**config.mk**
```make
export PLATFORM = sky130hd
export DESIGN_NAME = dmem_ctrl
export DESIGN_NICKNAME = d
export VERILOG_FILES = /design/src/rtl/dmem_ctrl.sv
export SDC_FILE = /design/constraint.sdc
export NUM_CORES = 2
export LEC_CHECK = 0
export ABC_AREA = 1
export BUFFER_PORTS_ARGS = -buffer_cell sky130_fd_sc_hd__buf_2
export CAP_MARGIN = 20
export CORE_MARGIN = 4
export CORE_UTILIZATION = 56
export CTS_BUF_LIST = sky130_fd_sc_hd__clkbuf_2
export CTS_CLUSTER_SIZE = 20
export DETAILED_ROUTE_END_ITERATION = 8
export PLACE_DENSITY_LB_ADDON = 0.12
export SKIP_CTS_REPAIR_TIMING = 1
export SLEW_MARGIN = 5
export SYNTH_ARGS = -nofsm -noshare
export SYNTH_HDL_FRONTEND = slang
export SYNTH_SLANG_ARGS = --single-unit
export TNS_END_PERCENT = 20
```
**constraint.sdc**
```tcl
create_clock -name clk -period 4 [get_ports clk]
set_clock_uncertainty 0.1 [all_clocks]
set_input_delay 0.4 -clock clk [delete_from_list [all_inputs] [get_ports clk]]
set_output_delay 0.4 -clock clk [all_outputs]
set_load 0.01 [all_outputs]
```
**src/rtl/dmem_ctrl.sv**
```systemverilog
`default_nettype none
// ============================================================================
// Module   : dmem_ctrl
// Brief    : Parametrised MIPS data memory with byte/half/word access, handshake,
//            wait states and registered read data. Define DMEM_ERR_EN to enable
//            misalignment, illegal-size and range error reporting.
// Revision : 1.0  initial release
// ============================================================================
module dmem_ctrl #(
    parameter int DEPTH = 64,
    parameter int WAIT  = 0
) (
    input  logic        clk,
    input  logic        reset_n,
    input  logic        req,
    input  logic        we,
    input  logic [1:0]  size,
    input  logic        uns,
    input  logic [31:0] a,
    input  logic [31:0] wd,
    output logic        ready,
    output logic        rvalid,
    output logic [31:0] rd,
    output logic        err
);

    localparam int AW = $clog2(DEPTH);

    typedef enum logic [1:0] {
        S_IDLE = 2'd0,
        S_WAIT = 2'd1,
        S_RESP = 2'd2
    } state_t;

    state_t      r_state;
    logic [3:0]  r_cnt;
    logic        r_we;
    logic [1:0]  r_size;
    logic        r_uns;
    logic [31:0] r_a;
    logic [31:0] r_wd;
    logic [31:0] r_mem [DEPTH];

    logic          w_accept;
    logic          w_commit;
    logic          w_use_in;
    logic          c_we;
    logic [1:0]    c_size;
    logic          c_uns;
    logic [31:0]   c_a;
    logic [31:0]   c_wd;
    logic [AW-1:0] w_idx;
    logic [3:0]    w_lanes;
    logic [31:0]   w_wdata;
    logic          w_err;
    logic [31:0]   w_word;
    logic [7:0]    w_byte;
    logic [15:0]   w_half;
    logic [31:0]   w_load;
    logic          w_unused;

    assign ready    = reset_n && (r_state != S_WAIT);
    assign w_accept = req && ready;
    assign w_commit = reset_n && ((w_accept && (WAIT == 0)) ||
                                  (r_state == S_WAIT && r_cnt == 4'd1));

    // With no wait states the access commits on its own accept edge, so the
    // live inputs are used; otherwise the fields latched at accept are used.
    assign w_use_in = (r_state != S_WAIT);
    assign c_we     = w_use_in ? we   : r_we;
    assign c_size   = w_use_in ? size : r_size;
    assign c_uns    = w_use_in ? uns  : r_uns;
    assign c_a      = w_use_in ? a    : r_a;
    assign c_wd     = w_use_in ? wd   : r_wd;

    assign w_idx    = c_a[AW+1:2];
    assign w_word   = r_mem[w_idx];
    assign w_half   = c_a[1] ? w_word[31:16] : w_word[15:0];
    assign w_unused = &{1'b0, c_a[31:AW+2]};

    always_comb begin
        w_err   = 1'b0;
        w_lanes = 4'b0000;
        w_wdata = {4{c_wd[7:0]}};
        case (c_size)
            2'b00: w_lanes = 4'b0001 << c_a[1:0];
            2'b01: begin
                w_wdata = {2{c_wd[15:0]}};
                w_lanes = c_a[1] ? 4'b1100 : 4'b0011;
            end
            default: begin
                w_wdata = c_wd;
                w_lanes = 4'b1111;
            end
        endcase
`ifdef DMEM_ERR_EN
        if ((c_size == 2'b01 && c_a[0]) ||
            (c_size == 2'b10 && c_a[1:0] != 2'b00) ||
            (c_size == 2'b11) ||
            ({2'b00, c_a[31:2]} >= 32'(DEPTH)))
            w_err = 1'b1;
`endif
    end

    always_comb begin
        w_byte = w_word[7:0];
        case (c_a[1:0])
            2'b01:   w_byte = w_word[15:8];
            2'b10:   w_byte = w_word[23:16];
            2'b11:   w_byte = w_word[31:24];
            default: w_byte = w_word[7:0];
        endcase
        case (c_size)
            2'b00:   w_load = c_uns ? {24'd0, w_byte} : {{24{w_byte[7]}}, w_byte};
            2'b01:   w_load = c_uns ? {16'd0, w_half} : {{16{w_half[15]}}, w_half};
            default: w_load = w_word;
        endcase
    end

    always_ff @(posedge clk) begin
        if (!reset_n) begin
            r_state <= S_IDLE;
            r_cnt   <= 4'd0;
            rvalid  <= 1'b0;
            rd      <= 32'd0;
            err     <= 1'b0;
        end else begin
            rvalid <= w_commit;
            err    <= w_commit && w_err;
            rd     <= (w_commit && !c_we && !w_err) ? w_load : 32'd0;
            case (r_state)
                S_WAIT: begin
                    r_cnt <= r_cnt - 4'd1;
                    if (r_cnt == 4'd1)
                        r_state <= S_RESP;
                end
                default: begin
                    if (w_accept) begin
                        if (WAIT == 0) begin
                            r_state <= S_RESP;
                        end else begin
                            r_state <= S_WAIT;
                            r_cnt   <= 4'(WAIT);
                        end
                    end else begin
                        r_state <= S_IDLE;
                    end
                end
            endcase
        end
    end

    always_ff @(posedge clk) begin
        if (w_accept) begin
            r_we   <= we;
            r_size <= size;
            r_uns  <= uns;
            r_a    <= a;
            r_wd   <= wd;
        end
    end

    always_ff @(posedge clk) begin
        if (w_commit && c_we && !w_err) begin
            for (int i = 0; i < 4; i++) begin
                if (w_lanes[i])
                    r_mem[w_idx][8*i +: 8] <= w_wdata[8*i +: 8];
            end
        end
    end

endmodule
`default_nettype wire
```
=== Word level (Yosys, flattened, before mapping) ===
Memory sizes are Yosys's and may differ from the RTL's.
Index checks and enable logic that the tools add are counted.

* Latch bits: 0
* Memories kept: 1
* Output and inout bits: 35
* Memory bits (read-only): 0
* Logic and storage cells: 58
* Bits of input ports: 71
* Bits in writable memories: 2,048
* Bits in registers: 83

* Muxes and demuxes: 28
* Add/sub/neg operators: 1
* Multiply operators: 0
* Order comparisons: 0
* Bitwise logic cells: 0
* Shift operators: 1
* Divide/modulo/power cells: 0
* Eq/ne operators: 8
* Reduce and logical (&&, ||, !) cells: 10

{| class="wikitable"
|+ Memories
! name !! depth !! width !! rd ports !! clocked after memory_dff !! write ports !! RTL line !! text
|-
| r_mem || 64 || 32 || 1 || 0 || 1 || 42 || <nowiki>logic [31:0] r_mem [DEPTH];</nowiki>
|}

{| class="wikitable"
|+ Operator list
! operator !! number
|-
| $pmux W32 S2 || 2
|-
| $mux W32 || 3
|-
| $pmux W8 S3 || 1
|-
| $mux W16 || 1
|-
| $mux W1 || 14
|-
| $mux W2 || 4
|-
| $mux W8 || 1
|-
| $pmux W4 S2 || 1
|-
| $eq A2 B1 Y1 const B || 3
|-
| $logic_and A1 B1 Y1 || 6
|-
| $eq A2 B2 Y1 const B || 2
|-
| $eq A4 B1 Y1 const B || 1
|-
| $mux W4 || 1
|-
| $ne A2 B1 Y1 const B || 2
|-
| $shl A1 B2 Y4 const A || 1
|-
| $sub A4 B1 Y4 const B || 1
|-
| $logic_not A2 Y1 || 1
|-
| $reduce_and A2 Y1 || 1
|-
| $logic_not A1 Y1 || 1
|-
| $logic_or A1 B1 Y1 || 1
|}

=== Longest topological paths before layout ===
* Word-level depth: 8
* Gate-level depth with buffers: 21
* Gate-level depth less buffers: 19

=== Least setup slack after synthesis ===
Ideal clock, no wire load.

* Path kind: input -> register
* From: in size[0]
* To: mem r_mem[0][10] (data pin)
* Stages: 4
* Setup time: 0.702 ns
* Required time: 3.198 ns
* Data arrival time: 3.366 ns
* Path buffers: 2
* Setup slack: -0.168 ns
* Cell sequence: nor2_1 -> clkbuf_1 -> clkbuf_1 -> o21ai_0

* Word-level cells in the longest chain between the ends: 3
* Elaborated cells between the ends (all ways): 4
* Classes of those cells: 1 x eq/ne; 2 x mux; 1 x reduce/logical

{| class="wikitable"
|+ RTL lines
! what !! RTL line !! text
|-
| start, declared || 17 || <nowiki>input logic [1:0] size,</nowiki>
|-
| $mux W2 (*) || 71 || <nowiki>assign c_size = w_use_in ? size : r_size;</nowiki>
|-
| $eq A2 B1 Y1 / $logic_not A2 Y1 (equally long branches) || 85 || <nowiki>case (c_size)</nowiki>
|-
| $pmux W32 S2 (*) || 85 ||
|-
| via w_wdata[10] || 54 || <nowiki>logic [31:0] w_wdata;</nowiki>
|-
| end, declared || 42 ||
|}

Mark *: on every way through the listed nets, which the timed path passes. The rest lies on a longest branch.

=== Worst setup path after layout ===
* From: in a[2]
* To: reg rd[5]

* Word-level cells in the longest chain between the ends: 5
* Elaborated cells between the ends (all ways): 7
* Classes of those cells: 6 x mux; 1 x memory

{| class="wikitable"
|+ RTL lines
! what !! RTL line !! text
|-
| start, declared || 19 || <nowiki>input logic [31:0] a,</nowiki>
|-
| $mux W8 (*) || 73 || <nowiki>assign c_a = w_use_in ? a : r_a;</nowiki>
|-
| $mem_v2 Z64 W32 (*) || n/a ||
|-
| $pmux W8 S3 / $mux W16 (equally long branches) || 107, 78 ||
|-
| $mux W32, on equally long branches || 114, 115 ||
|-
| $pmux W32 S2 (*) || 113 || <nowiki>case (c_size)</nowiki>
|-
| end signal, assigned || 130 || <nowiki>rd <= (w_commit && !c_we && !w_err) ? w_load : 32'd0;</nowiki>
|-
| end, declared || 23 || <nowiki>output logic [31:0] rd,</nowiki>
|}

Every way passes the cells marked *; elsewhere a longest branch is shown, timed or not.
A chain may end at the register's enable or synchronous reset.

==> results.txt <==
Setup repair after global routing left no endpoint under its margin. The total length of routed wires came out at 256 mm. The number of synthesized register bits came out at 2081. The minimum setup slack after placement is 0.335 ns.

The clock buffer count from CTS is 539. The critical path starts at a[2]. The smallest clock period supported by the final layout is computed as 4.02 ns. The estimated wirelength of the detail-placed design came out at between 150 and 200 mm. The worst path arrival time is 5.52 ns. The count of nets left with antenna violations once routing finished came out at 0. The cell taking the most area after synthesis is sky130_fd_sc_hd__edfxtp_1. The worst path required time came out at 5.50 ns. The root cell of the clock tree is sky130_fd_sc_hd__clkbuf_2. The number of hold violations in the final report is 0. The number of buffers between clock root and the deepest sink came out at 4.

The number of DRC violations after detailed routing came out at 0. At the end of routability-driven placement, the weighted congestion stood at just over 0.9. Counting flops with an async set or reset pin after synthesis yields a share of 0. Entering global routing, the biggest net connects 95 pins. The post-synthesis instance total is ~6500. Dividing the final minimum period by the clock period gives 1.01. The average cell area after synthesis came out at 12.5 µm². The clock tree synthesis step divided the H-tree into 6 levels.

Clock-pin slew was measured on the worst setup and hold paths at 0.11 ns. The first-pass GRT wire length came out at 358 mm. The via count of the first global-routing pass came out at between 50000 and 60000.

The count of maximum capacitance violations came out at 0. The number of synthesized flops with an enable pin is about 2000. The yosys synthesis warning count came out at 0. The endpoint of the lowest-slack register-to-register path is rd[5]$_SDFF_PN0_. Power spread over the standard cell area amounts to 440 nW/µm². The number of nets at the end of the flow is approximately 7400. Derived from the worst setup path, the maximum achievable clock frequency is 249 MHz. The flow ran to the end, but the final reports show violations. The die covers 152000 µm². The number of library cell types mapped by synthesis came out at 38. The number of top-level pins is 106. The max-slew violation total from the final report came out at 0. By area the synthesized netlist is led by sky130_fd_sc_hd__edfxtp_1 75%, sky130_fd_sc_hd__nand2_1 9.8%, sky130_fd_sc_hd__nor2_1 3.2%. The die is 390 µm tall. The most critical setup path has its endpoint at rd[5]$_SDFF_PN0_. For the worst-skew pair, the clock arrives at the later sink with an insertion delay of between 1.5 and 2 ns. The count of endpoints failing setup in the final report is 1. The horizontal die dimension came out at 390 µm. The count of input and output buffers is 80. The top cell type's share of synthesized area came out at 0.753. The relative area change from synthesis to final layout came out at 13.4%. The final reports fail on setup timing. The worst register-to-register path begins at r_mem[15][5]$_DFFE_PP_. TritonCTS built the clock tree. The endpoint kind of the worst setup timing path is a flip-flop. At the pin with the least slew margin, the transition time is 1.22 ns. The category of the worst setup path launch point is an input port. The type of the tightest min-delay check is in2reg. The number of antenna violations at the first check in global routing was 15. The total via count after detailed routing came out at 56400. The cell count of the worst reg-to-reg path is 11. Of all nets on the critical path, the largest fanout is 18. The number of fill cells in the layout came out at 11200. The effective utilization at floorplan is 0.566. The first detailed-routing pass took 7 iterations. The standard cell core area came out at 144000 µm². The static leakage is 33.8 nW. Excluding fillers, the count of instances in the completed layout stands at 9608. Synthesis produced a netlist with a net count of 6593. The total track usage is 0.330. The netlist area before placement came out at slightly above 80000 µm².

The sequential-to-total area share from yosys stat came out at 0.761. The worst pin sits at a relative slew slack of 0.186. The post-layout worst setup margin came out at -0.0209 ns. The share of layout cells above drive strength 1 came out at 0.179. Row generation in the floorplan step produced 139 rows. The instance count after placement with tap cells included came out at 8596. The total number of clock tree sinks came out at 2081. By startpoint and endpoint, the worst setup path is classified as in2reg.

Summed over all layers, the global routing overflow is 0. The dominant synthesized flop cell is sky130_fd_sc_hd__edfxtp_1. Using the TritonRoute via totals, the vias-per-cell ratio works out to just under 6. The first routing iteration left 6635 violations. The setup check on the worst reg-to-reg path leaves a slack of between 0.2 and 0.3 ns.

The largest vdd supply drop is 0.449 mV. The detail-routed net length per standard cell is 26.7 µm.
per-layer routing:
| metal | routed length, µm | track usage |
|---|---|---|
| met2 | 116000 | 0.495 |
| met5 | 711 | 0 |
| met1 | 95800 | 0.438 |
| met4 | 12300 | 0.166 |
| met3 | 31200 | 0.104 |
cells in the mapped netlist, types with 4 or more instances:
master	number
sky130_fd_sc_hd__buf_6	18
sky130_fd_sc_hd__a22oi_1	137
sky130_fd_sc_hd__a221oi_1	22
sky130_fd_sc_hd__or2_2	12
sky130_fd_sc_hd__a22o_1	18
sky130_fd_sc_hd__buf_1	16
sky130_fd_sc_hd__buf_4	35
sky130_fd_sc_hd__o22ai_1	27
sky130_fd_sc_hd__o21ai_1	87
sky130_fd_sc_hd__nor2_4	4
sky130_fd_sc_hd__nor3_1	8
sky130_fd_sc_hd__nor2_1	706
sky130_fd_sc_hd__edfxtp_1	2048
sky130_fd_sc_hd__nand3_1	144
sky130_fd_sc_hd__o2111ai_1	6
sky130_fd_sc_hd__a21oi_1	82
sky130_fd_sc_hd__nand4_1	118
sky130_fd_sc_hd__nand2_1	2124
sky130_fd_sc_hd__clkbuf_1	98
sky130_fd_sc_hd__buf_2	188
sky130_fd_sc_hd__or2_1	20
sky130_fd_sc_hd__inv_1	81
sky130_fd_sc_hd__o21ai_0	416
sky130_fd_sc_hd__o31ai_1	4
sky130_fd_sc_hd__dfxtp_1	33
sky130_fd_sc_hd__o211ai_1	46
worst min path at each step:
stage / start / endpoint / slack, ns / cells after the start
after floorplan: wd[0] / r_mem[0][0]$_DFFE_PP_ / 0.40 / 0
after global placement: req / rvalid$_SDFF_PN0_ / 0.56 / 3
after detailed placement: req / rvalid$_SDFF_PN0_ / 0.58 / 3
after CTS: req / rvalid$_SDFF_PN0_ / -1.28 / 3
after global routing: a[2] / r_mem[41][30]$_DFFE_PP_ / 0.01 / 6
final: a[2] / rd[27]$_SDFF_PN0_ / 0.03 / 12
report_power, final:
group	switching [mW]	leakage, nW	total [mW]	internal, mW
Combinational	2.06	12.1	2.78	0.714
Clock	8.24	3.50	13.9	5.68
Sequential	0.0181	18.2	24.1	24.1
Total	10.3	33.8	40.8	30.5
flip-flops by register name, summed over array words and instances, names as in the netlist:
signal / flops
r_mem: 2048
rd: 32
rvalid: 1
cells in the final DEF (no fill, tap or decap), types with 3 or more instances in the layout:
master | synthesis | layout
sky130_fd_sc_hd__o211ai_1 | 46 | 46
sky130_fd_sc_hd__or2_0 | 3 | 3
sky130_fd_sc_hd__a22o_1 | 18 | 18
sky130_fd_sc_hd__dlygate4sd3_1 | 0 | 120
sky130_fd_sc_hd__o22ai_1 | 27 | 27
sky130_fd_sc_hd__o21ai_0 | 416 | 408
sky130_fd_sc_hd__or2_2 | 12 | 12
sky130_fd_sc_hd__clkbuf_2 | 0 | 762
sky130_fd_sc_hd__buf_12 | 0 | 53
sky130_fd_sc_hd__or2_1 | 20 | 20
sky130_fd_sc_hd__nand2_1 | 2124 | 2115
sky130_fd_sc_hd__a21oi_1 | 82 | 82
sky130_fd_sc_hd__nor3_2 | 0 | 8
sky130_fd_sc_hd__o21ai_1 | 87 | 86
sky130_fd_sc_hd__o21ai_4 | 0 | 9
sky130_fd_sc_hd__nand4_1 | 118 | 118
sky130_fd_sc_hd__diode_2 | 0 | 18
sky130_fd_sc_hd__inv_2 | 3 | 8
sky130_fd_sc_hd__clkinv_2 | 0 | 8
sky130_fd_sc_hd__a221oi_1 | 22 | 22
sky130_fd_sc_hd__nand2_2 | 3 | 12
sky130_fd_sc_hd__a22oi_1 | 137 | 137
sky130_fd_sc_hd__buf_4 | 35 | 396
sky130_fd_sc_hd__nor2_1 | 706 | 700
sky130_fd_sc_hd__o2111ai_1 | 6 | 6
sky130_fd_sc_hd__clkinv_1 | 1 | 83
sky130_fd_sc_hd__bufinv_16 | 0 | 10
sky130_fd_sc_hd__nand3b_1 | 3 | 3
sky130_fd_sc_hd__and3_1 | 3 | 3
sky130_fd_sc_hd__nand3_1 | 144 | 144
sky130_fd_sc_hd__edfxtp_1 | 2048 | 2048
sky130_fd_sc_hd__o31ai_1 | 4 | 4
sky130_fd_sc_hd__buf_2 | 188 | 77
sky130_fd_sc_hd__inv_1 | 81 | 81
sky130_fd_sc_hd__dfxtp_1 | 33 | 33
sky130_fd_sc_hd__nor2_4 | 4 | 10
critical path, cell delays in order:
cell                            delay, ns
sky130_fd_sc_hd__buf_8               0.21
sky130_fd_sc_hd__dlygate4sd3_1       1.06
sky130_fd_sc_hd__nor2_4              0.21
sky130_fd_sc_hd__buf_12              0.21
sky130_fd_sc_hd__buf_4               0.23
sky130_fd_sc_hd__buf_4               0.21
sky130_fd_sc_hd__nand2_1             0.06
sky130_fd_sc_hd__nand4_1             0.08
sky130_fd_sc_hd__o21ai_0             0.29
sky130_fd_sc_hd__nand2_1             0.14
sky130_fd_sc_hd__nor2_1              0.36
sky130_fd_sc_hd__nand3_1             0.13
sky130_fd_sc_hd__dlygate4sd3_1       0.60
sky130_fd_sc_hd__nand4_1             0.09
sky130_fd_sc_hd__dlygate4sd3_1       0.56
sky130_fd_sc_hd__nor2_1              0.04
sky130_fd_sc_hd__dlygate4sd3_1       0.58
layout make-up:
cell class                 count  area [µm²]  share of cell area
clock inverter               110         693             0.00748
tap                         1903        2380              0.0257
multi-input combinational   4000       17600               0.190
inverter                      86         340             0.00367
sequential                  2081       62200               0.670
clock buffer                 762        3810              0.0411
timing repair buffer         648        5650              0.0609
antenna                       18        45.0            0.000486
cells by family (layout without fill, tap and decap cells):
group | Yosys count | count (layout) | share of synthesized area
buf+inv | 441 | 1606 | 0.0264
flops | 2081 | 2081 | 0.761
other cells | 1 | 19 | 0.0000459
simple gates | 3153 | 3153 | 0.153
compound gates | 846 | 846 | 0.0601
through the flow:
stage	power [mW]	setup TNS, ns	cell area (µm²)	hold slack [ns]	utilization
2_1_floorplan	26.0	-85.94	81700	0.399	-
4_1_cts	40.8	0	91400	-1.28	0.633
5_1_grt	42.4	0	92700	0.0130	0.642
3_5_place_dp	27.2	0	86900	0.582	0.602
3_3_place_gp	27.2	0	86800	0.565	0.602
6_report	40.8	-0.0209	92700	0.0321	0.642
Power figures use the tool's default switching activity.
